`src/rtl/m68k30_async_mem_slave.sv`:
```
// WF68K30L asynchronous-bus RAM slave: 32-bit port, DSACKn=00 acknowledge, optional wait states.
// Define M68K30_SLAVE_RANGE_CHECK_EN to answer out-of-window or boundary-crossing cycles with BERRn.
module m68k30_async_mem_slave #(
  parameter logic [31:0] BASE_ADDR   = 32'h0000_0000,
  parameter int unsigned MEM_AW      = 6,
  parameter int unsigned WAIT_STATES = 1
) (
  input  logic              CLK,
  input  logic              RESET_INn,
  input  logic [31:0]       ADR_IN,
  input  logic [31:0]       DATA_WR,
  output logic [31:0]       DATA_RD,
  input  logic              ASn,
  input  logic              DSn,
  input  logic              RWn,
  input  logic [1:0]        SIZE,
  output logic [1:0]        DSACKn,
  output logic              BERRn,
  output logic [MEM_AW-1:0] mem_addr,
  output logic [31:0]       mem_wdata,
  output logic [3:0]        mem_be,
  output logic              mem_we,
  output logic              mem_re,
  input  logic [31:0]       mem_rdata
);

  typedef enum logic [2:0] {
    S_IDLE,
    S_DECODE,
    S_WAIT,
    S_ACCESS,
    S_RDATA,
    S_ACK,
    S_BERR
  } state_t;

  state_t            state_q;
  logic [3:0]        wait_cnt_q;
  logic              armed_q;
  logic [31:0]       adr_q;
  logic [1:0]        size_q;
  logic              rwn_q;
  logic [31:0]       wdata_q;
  logic [31:0]       data_rd_q;
  logic [1:0]        dsack_n_q;
  logic [MEM_AW-1:0] mem_addr_q;
  logic [31:0]       mem_wdata_q;
  logic [3:0]        mem_be_q;
  logic              mem_we_q;
  logic              mem_re_q;

  logic [2:0]        byte_cnt_d;
  logic [2:0]        lane_end_d;
  logic [3:0]        lane_be_d;
  logic [MEM_AW-1:0] word_addr_d;
  logic              range_err_d;
  logic              enter_access_d;

  // SIZE=00 encodes a long word; the other codes are the byte count itself.
  assign byte_cnt_d  = (size_q == 2'b00) ? 3'd4 : {1'b0, size_q};
  assign lane_end_d  = {1'b0, adr_q[1:0]} + byte_cnt_d;
  assign word_addr_d = MEM_AW'((adr_q - BASE_ADDR) >> 2);

  // NOTE: every variable assigned in always_comb gets a default first, so no latch is inferred.
  always_comb begin
    lane_be_d = 4'b0000;
    for (int k = 0; k < 4; k++) begin
      if ((3'(k) >= {1'b0, adr_q[1:0]}) && (3'(k) < lane_end_d)) begin
        lane_be_d[2'(3 - k)] = 1'b1;
      end
    end
  end

`ifdef M68K30_SLAVE_RANGE_CHECK_EN
  localparam logic [32:0] MEM_BYTES = 33'd4 << MEM_AW;

  logic [31:0] byte_off_d;
  logic        berr_n_q;

  assign byte_off_d  = adr_q - BASE_ADDR;
  assign range_err_d = (adr_q < BASE_ADDR) ||
                       ({1'b0, byte_off_d} >= MEM_BYTES) ||
                       (lane_end_d > 3'd4);
  assign BERRn       = berr_n_q;
`else
  assign range_err_d = 1'b0;
  assign BERRn       = 1'b1;
`endif

  // The RAM strobe is raised on the edge that enters ACCESS, so it is high exactly during ACCESS.
  assign enter_access_d = !ASn &&
                          (((state_q == S_DECODE) && !range_err_d && (WAIT_STATES == 0)) ||
                           ((state_q == S_WAIT) && (wait_cnt_q == 4'd1)));

  // NOTE: sequential state uses non-blocking assignments only; reset is asynchronous and active low.
  always_ff @(posedge CLK or negedge RESET_INn) begin
    if (!RESET_INn) begin
      state_q     <= S_IDLE;
      wait_cnt_q  <= 4'd0;
      armed_q     <= 1'b0;
      adr_q       <= 32'd0;
      size_q      <= 2'b00;
      rwn_q       <= 1'b1;
      wdata_q     <= 32'd0;
      data_rd_q   <= 32'd0;
      dsack_n_q   <= 2'b11;
      mem_addr_q  <= '0;
      mem_wdata_q <= 32'd0;
      mem_be_q    <= 4'b0000;
      mem_we_q    <= 1'b0;
      mem_re_q    <= 1'b0;
`ifdef M68K30_SLAVE_RANGE_CHECK_EN
      berr_n_q    <= 1'b1;
`endif
    end else begin
      mem_we_q <= 1'b0;
      mem_re_q <= 1'b0;
      if (enter_access_d) begin
        mem_we_q <= !rwn_q;
        mem_re_q <= rwn_q;
        if (!rwn_q) mem_wdata_q <= wdata_q;
      end

      case (state_q)
        S_IDLE: begin
          // A new cycle needs ASn seen high in IDLE first, so one CPU cycle is serviced once.
          if (ASn) begin
            armed_q <= 1'b1;
          end else if (!DSn && armed_q) begin
            armed_q <= 1'b0;
            adr_q   <= ADR_IN;
            size_q  <= SIZE;
            rwn_q   <= RWn;
            wdata_q <= DATA_WR;
            state_q <= S_DECODE;
          end
        end

        S_DECODE: begin
          if (ASn) begin
            state_q <= S_IDLE;
          end else if (range_err_d) begin
            state_q <= S_BERR;
`ifdef M68K30_SLAVE_RANGE_CHECK_EN
            berr_n_q <= 1'b0;
`endif
          end else begin
            mem_addr_q <= word_addr_d;
            mem_be_q   <= rwn_q ? 4'b1111 : lane_be_d;
            wait_cnt_q <= 4'(WAIT_STATES);
            state_q    <= (WAIT_STATES == 0) ? S_ACCESS : S_WAIT;
          end
        end

        S_WAIT: begin
          if (ASn) begin
            mem_be_q <= 4'b0000;
            state_q  <= S_IDLE;
          end else begin
            wait_cnt_q <= wait_cnt_q - 4'd1;
            if (wait_cnt_q == 4'd1) state_q <= S_ACCESS;
          end
        end

        S_ACCESS: begin
          // The strobe has already gone out; a late ASn negation only suppresses the acknowledge.
          if (ASn) begin
            mem_be_q <= 4'b0000;
            state_q  <= S_IDLE;
          end else if (rwn_q) begin
            state_q <= S_RDATA;
          end else begin
            dsack_n_q <= 2'b00;
            state_q   <= S_ACK;
          end
        end

        S_RDATA: begin
          if (ASn) begin
            mem_be_q <= 4'b0000;
            state_q  <= S_IDLE;
          end else begin
            data_rd_q <= mem_rdata;
            dsack_n_q <= 2'b00;
            state_q   <= S_ACK;
          end
        end

        S_ACK: begin
          if (ASn) begin
            data_rd_q <= 32'd0;
            dsack_n_q <= 2'b11;
            mem_be_q  <= 4'b0000;
            state_q   <= S_IDLE;
          end
        end

        S_BERR: begin
          if (ASn) begin
`ifdef M68K30_SLAVE_RANGE_CHECK_EN
            berr_n_q <= 1'b1;
`endif
            state_q  <= S_IDLE;
          end
        end

        default: state_q <= S_IDLE;
      endcase
    end
  end

  assign DATA_RD   = data_rd_q;
  assign DSACKn    = dsack_n_q;
  assign mem_addr  = mem_addr_q;
  assign mem_wdata = mem_wdata_q;
  assign mem_be    = mem_be_q;
  assign mem_we    = mem_we_q;
  assign mem_re    = mem_re_q;

  strobe_exclusive_a: assert property (@(posedge CLK) disable iff (!RESET_INn) !(mem_we_q && mem_re_q));

endmodule

```
`config.mk`:
```
export PLATFORM = sky130hd
export DESIGN_NAME = m68k30_async_mem_slave
export DESIGN_NICKNAME = d
export VERILOG_FILES = /design/src/rtl/m68k30_async_mem_slave.sv
export SDC_FILE = /design/constraint.sdc
export NUM_CORES = 1
export LEC_CHECK = 0
export CAP_MARGIN = 20
export CORE_ASPECT_RATIO = 0.75
export CORE_MARGIN = 2
export CORE_UTILIZATION = 45
export DETAILED_ROUTE_END_ITERATION = 10
export PLACE_DENSITY = 0.81
export SLEW_MARGIN = 30
export SYNTH_ARGS = -nofsm -noshare
export SYNTH_HDL_FRONTEND = slang
export SYNTH_SLANG_ARGS = --single-unit
```
`constraint.sdc`:
```
create_clock -name CLK -period 2.9 [get_ports CLK]
set_input_delay 0.29 -clock CLK [delete_from_list [all_inputs] [get_ports CLK]]
set_output_delay 0.29 -clock CLK [all_outputs]
set_load 0.01 [all_outputs]
```
==> flow_metrics.tcl, run 1 <==
set metrics [dict create \
    final-seq-area_sq_um 3180 \
    layout-drive-gt1-share_pct 25.6 \
    leakage_nw 3.26 \
    timing.critical_path.to_type "flip-flop" \
    yosys_register_bits 127 \
    synth-adder-area-share_pct 1.34 \
    io_pins 182 \
    global_placement_routability_congestion 0.806 \
    syn-cell-area_sq_um 5030 \
    clock_tree_from_tritoncts "yes" \
    layout-area-overhead-vs-synth_pct 46.5 \
    grt_pass1_vias 3516 \
    initial_util_pct 46.2 \
    netlist_top_cells_area "dfrtp_1 (62%), mux2_2 (18%), a22o_1 (6.1%)" \
    top_library_cells_by_usage_in_the_layout_fill_and_taps_aside "clkdlybuf4s50_1 (155), dfrtp_1 (125), mux2_2 (80)" \
    synth_area_per_cell_sq_um 14.8 \
    route.antenna.remaining_nets 0 \
    nNetsFinal 607 \
    netlist-cell-type-count 42 \
    max_slew.worst_pin.slew_ns 0.672 \
    timing_worst_setup_path_type "flip-flop to flip-flop" \
    overflow 0 \
    clock_sinks 127 \
    clockBufferDepth 2 \
    clock-skew-final_ns 0.00821 \
    core-area_sq_um 10900 \
    drcViolationCount 0 \
    combined_area_of_the_multi_input_logic_cells_sq_um 1680 \
    dieArea_sq_um 12100 \
    grt_pass1_wl_microns 17800 \
    timing.final.crit_share_pct 73.9 \
    drt_wl_total_microns 11200 \
    cts.htree.levels 4 \
    detail_route.vias_per_cell 5.17 \
    path_cells "inv_1, ha_1, or3b_2, nor3_4, buf_12, mux2_2" \
    critical_path.max_stage_delay_ns 0.51 \
    cts_root_buf "clkbuf_16" \
    leading_cell_type_in_the_layout_fill_and_taps_excluded "clkdlybuf4s50_1" \
    cts_inserted_buffers 17 \
    outcome "completed" \
    drt-pass1-iter-count 4 \
    hold_viol_final 0 \
    critical_path_s_slowest_cell "or3b_2" \
    crit_path_start_kind "flip-flop" \
    detailed_place_hpwl_microns 7600 \
    clock_insertion_delay_worst_skew_ns 0.39 \
    synthesis.instances 340 \
    synth.area.mux_share_pct 18.1 \
    ys_seq_area_share_pct 63.2 \
    number_of_inserted_filler_cells_in_the_final_layout 768 \
    cellPowerDensity_nw_per_um2 1030 \
    hold_class "input port to asynchronous set/reset pin" \
    port_buffers 156 \
    clk_pin_slew_ns 0.05 \
    synth-compound-area-share_pct 8.95 \
    via_count 3363 \
    grt_start_max_net_pins 67 \
    rsz0062_at_grt "false" \
    initialDrtViolationCount 102 \
    dieHeight_microns 95.6 \
    setup_viol 0 \
    synth-edff-count 0 \
    synth_fp_nets 447 \
    ctsHoldBuffers 1 \
    path_delay_family "simple AND/OR/NAND/NOR gates" \
    post_synth_and_or_nand_nor_area_fraction_pct 4.45 \
    worstPathRequired_ns 3.18 \
    timing.critical_path.arrival_ns 2.42 \
    setup_total_negative_slack_ns 0 \
    max-slew-margin-rel_pct 55.2 \
    synthArstFlopShare_pct 100 \
    antenna_found_initial 0 \
    synth_top_family_by_area "multiplexers" \
    final_max_slew_viol_count 0 \
    post_synthesis_share_of_cell_area_spent_on_xor_and_xnor_gates_pct 0.348 \
    max_cap_viol_count 0 \
    number_of_buffer_and_inverter_stages_on_the_critical_path 2 \
    diodes_inserted 0 \
    num_rows 33 \
    proportion_of_netlist_area_held_by_the_largest_area_contributor_pct 62.2 \
    post_cts_buffers 0 \
    finalCriticalPeriod_ns 2.14 \
    synth_warnings 0 \
    max_freq_ghz 0.467 \
    cts_repair_resize_count 0 \
    core_occupancy_in_the_finished_layout_pct 67.6 \
    grt.total_usage_pct 19.3 \
    peakVddDrop_mv 0.550 \
    ys.flop_type "dfrtp_1" \
    routedWlPerCell_microns 17.2 \
    die_x_microns 126 \
    synth_largest_area_cell "dfrtp_1" \
    critPathMaxFanout 33 \
]
-- per-stage QoR --
step / setup slack, ns / power [mW] / hold slack, ns / instance area (sq um) / instances
floorplan: 0.878 / 4.18 / -0.00559 / 5030 / 340
global placement: 0.719 / 5.27 / 0.113 / 6740 / 620
detailed placement: 0.701 / 5.42 / 0.116 / 6740 / 620
CTS: 0.760 / 7.69 / 0.246 / 7370 / 651
global route: 0.676 / 8.02 / 0.253 / 7370 / 651
finish: 0.757 / 7.60 / 0.261 / 7370 / 651
-- report_power, final --
group | leakage, nW | switching, mW | internal [mW]
logic | 1.34 | 0.941 | 1.50
registers | 1.61 | 0.430 | 2.52
clock network | 0.306 | 0.690 | 1.52
total | 3.26 | 2.06 | 5.54
-- state kept, by name, indices dropped and copies added (netlist names) --
register / cells
mem_addr: 6
wait_cnt_q: 4
armed_q: 1
rwn_q: 1
mem_be: 3
mem_re: 1
mem_we: 1
state_q: 3
size_q: 2
DATA_RD: 32
mem_wdata: 32
DSACKn: 1
wdata_q: 32
adr_q: 8
-- cell families after synthesis --
group                    after synthesis
AO/OA/AOI/OAI                         57
XOR/XNOR                               2
adder cells (fa/ha/maj)                5
buffers and inverters                 34
flip-flops                           127
multiplexers                          81
other                                  1
AND/OR/NAND/NOR                       33
-- final cells by class --
class                      count  area share [%]
sequential                   127            43.2
timing repair buffer         169            22.9
tap                          140            2.38
inverter                       6           0.306
clock buffer                  24            6.67
clock inverter                 6            1.77
multi-input combinational    179            22.9
-- synth_stat cells (3+ instances only) --
cell type  instances
a21oi_1            8
ha_1               3
clkbuf_1          15
nand2_1            6
dfrtp_1          125
nor3_1             5
buf_6              4
buf_4              3
or3b_2             4
o21ai_0            4
nor4b_1            3
buf_2              5
a22o_1            35
mux2_2            80
inv_1              6
nor2_1             3
-- layer usage --
metal | track usage [%] | vias to the layer above | wire length, microns
met1 | 23.8 | 1661 | 4780
li1 | - | 1554 | -
met5 | 0 | - | 0
met4 | 6.04 | 0 | 70
met2 | 30.8 | 139 | 5280
met3 | 8.53 | 9 | 1050
-- final timing paths --
| check | endpoint | start | cells past startpoint | slack (ns) |
|---|---|---|---|---|
| setup / recovery | mem_wdata[0] | wait_cnt_q[1] | 6 | 0.76 |
| hold / removal | DATA_RD[3] | RESET_INn | 2 | 0.26 |
| setup reg to reg | mem_wdata[0] | wait_cnt_q[1] | 6 | 0.76 |
| hold reg to reg | mem_wdata[31] | mem_wdata[31] | 1 | 0.49 |
| max in group asynchronous | wdata_q[9] | RESET_INn | 3 | 1.77 |
| min in group CLK | mem_wdata[31] | mem_wdata[31] | 1 | 0.49 |
Power figures use the tool's default switching activity.
==> run 2, diff against run 1 <==
- clock period: 2.9 -> 2.1 ns (I/O delays scaled with it)
==> run 2 against run 1 <==
Compared with the run above: sequential share of layout area fell by 0.52 points; clock skew rose by 0.0014 ns; sequential power rose by 37%; final cell count rose by 1.5%; count of clock-buffer cells in the layout fell by 3; register-to-register slack got worse by 0.60 ns; hold slack improved by 0.058 ns; die area did not move; utilization rose by 0.83 points; power rose by 37%; combinational power rose by 42%.
==> flow_metrics.tcl, run 2 (synthesis gave the netlist of run 1 again) <==
set metrics [dict create \
    met2_wirelength_microns 5230 \
    grt.total_usage_pct 19.3 \
    timing.critical_path.arrival_ns 2.22 \
    core-area_sq_um 10900 \
    timing.critical_path.to_type "flip-flop" \
    drt-pass1-iter-count 4 \
    critical_path.max_stage_delay_ns 0.41 \
    rsz0062_at_grt "false" \
    hold_class "input port to asynchronous set/reset pin" \
    final-seq-area_sq_um 3180 \
    peakVddDrop_mv 0.834 \
    antenna_found_initial 0 \
    cts_root_buf "clkbuf_16" \
    cts_inserted_buffers 17 \
    met1_length_microns 4670 \
    grt_start_max_net_pins 42 \
    diodes_inserted 0 \
    route.antenna.remaining_nets 0 \
    timing.critical_path.from "wait_cnt_q[1]" \
    worstPathRequired_ns 2.38 \
    dieHeight_microns 95.6 \
    place_area_sq_um 6810 \
    intPower_mw 7.50 \
    cellPowerDensity_nw_per_um2 1390 \
    highest-signal-layer "met4" \
    dieArea_sq_um 12100 \
    hold_viol_final 0 \
    setup_viol 0 \
    timing_worst_setup_path_type "flip-flop to flip-flop" \
    regToRegStartpoint "wait_cnt_q[1]" \
    layout-area-overhead-vs-synth_pct 48.2 \
    global_placement_routability_congestion 0.785 \
    grt_pass1_vias 3537 \
    routedWlPerCell_microns 17.0 \
    num_rows 33 \
    pwr-share-seq_pct 38.9 \
    detail_route.vias_per_cell 5.13 \
    clockBufferDepth 2 \
    finalCriticalPeriod_ns 1.94 \
    clock-skew-final_ns 0.00961 \
    detailroute.wirelength.met3_microns 1250 \
    drt_wl_total_microns 11300 \
    drcViolationCount 0 \
    path_cells "inv_1, ha_1, or3b_4, nor3_4, buf_4, clkbuf_16, mux2_2" \
    initial_util_pct 46.2 \
    leading_cell_type_in_the_layout_fill_and_taps_excluded "clkdlybuf4s50_1" \
    setup_total_negative_slack_ns 0 \
    pwr-share-clk_pct 27.8 \
    clock_tree_from_tritoncts "yes" \
    core_occupancy_in_the_finished_layout_pct 68.4 \
    layout-drive-gt1-share_pct 27.1 \
    number_of_inserted_filler_cells_in_the_final_layout 748 \
    io_pins 182 \
    port_buffers 156 \
    critPathMaxFanout 13 \
    finish.instance_area_sq_um 7460 \
    leakage_nw 3.30 \
    rrSetupSlack_ns 0.16 \
    max_cap_viol_count 0 \
    via_count 3394 \
    clock_insertion_delay_worst_skew_ns 0.40 \
    critical_path_s_slowest_cell "or3b_4" \
    initialDrtViolationCount 137 \
    grt_pass1_wl_microns 17900 \
    swShare_pct 27.8 \
    final_max_slew_viol_count 0 \
    die_x_microns 126 \
    outcome "completed" \
    clock_sinks 127 \
    switching_power_mw 2.88 \
    combined_area_of_the_multi_input_logic_cells_sq_um 1690 \
    max_freq_ghz 0.515 \
    crit_path_start_kind "flip-flop" \
    overflow 0 \
    top_library_cells_by_usage_in_the_layout_fill_and_taps_aside "clkdlybuf4s50_1 (155), dfrtp_1 (125), mux2_2 (80)" \
    detailed_place_hpwl_microns 7570 \
    clk_pin_slew_ns 0.05 \
    timing.final.crit_share_pct 92.5 \
    cts.htree.levels 4 \
    nNetsFinal 615 \
    pwr-share-comb_pct 33.4 \
]
-- run 2: layer usage --
layer / vias up / GRT usage [%]
met4: 0 / 6.50
met5: - / 0
met2: 132 / 30.6
met3: 12 / 9.54
met1: 1681 / 23.2
li1: 1569 / -
-- run 2: area by class of cell --
class | count | area share (%)
Clock buffer | 21 | 6.04
Clock inverter | 11 | 1.88
Inverter | 6 | 0.302
Multi-Input combinational cell | 179 | 22.6
Sequential cell | 127 | 42.6
Tap cell | 140 | 2.35
Timing Repair Buffer | 177 | 24.2
-- run 2: final timing paths --
path	end	cells past startpoint
setup / recovery	mem_wdata[8]	7
hold reg to reg	mem_wdata[31]	1
min in group CLK	rwn_q	2
setup reg to reg	mem_wdata[8]	7
max in group asynchronous	rwn_q	3
hold / removal	DATA_RD[3]	2
-- run 2: metrics by stage --
step	worst slack, ns	total power, mW	hold slack [ns]	instances
3_3_place_gp	0.0305	7.33	0.189	625
3_5_place_dp	0.0166	7.53	0.206	625
2_1_floorplan	0.0784	5.77	-0.0856	340
5_1_grt	0.103	11.0	0.339	661
6_report	0.157	10.4	0.319	661
4_1_cts	0.00368	10.5	0.318	658
-- run 2: what timing repair did --
| action | 4_1_cts | 5_1_grt |
|---|---|---|
| setup buffers | 0 | 2 |
| endpoints found under the hold margin | 33 | 0 |
| setup endpoints to repair | 0 | 32 |
| gates resized for setup | 0 | 2 |
| hold buffers | 1 | 0 |
-- run 2: critical path: cells and delay by family, from the launching register on --
family        cells  cell delay, ns
buf+inv           3            0.40
flops             1            0.38
mux               1            0.34
fa+ha+maj         1            0.16
simple gates      2            0.54
-- run 2: power by group through the flow --
stage | combinational, mW | sequential, mW | clock, mW
2_1_floorplan | 1.59 | 4.18 | 0
3_3_place_gp | 3.35 | 3.98 | 0
3_5_place_dp | 3.47 | 4.06 | 0
4_1_cts | 3.50 | 4.03 | 2.95
5_1_grt | 3.77 | 4.16 | 3.09
6_report | 3.47 | 4.03 | 2.88
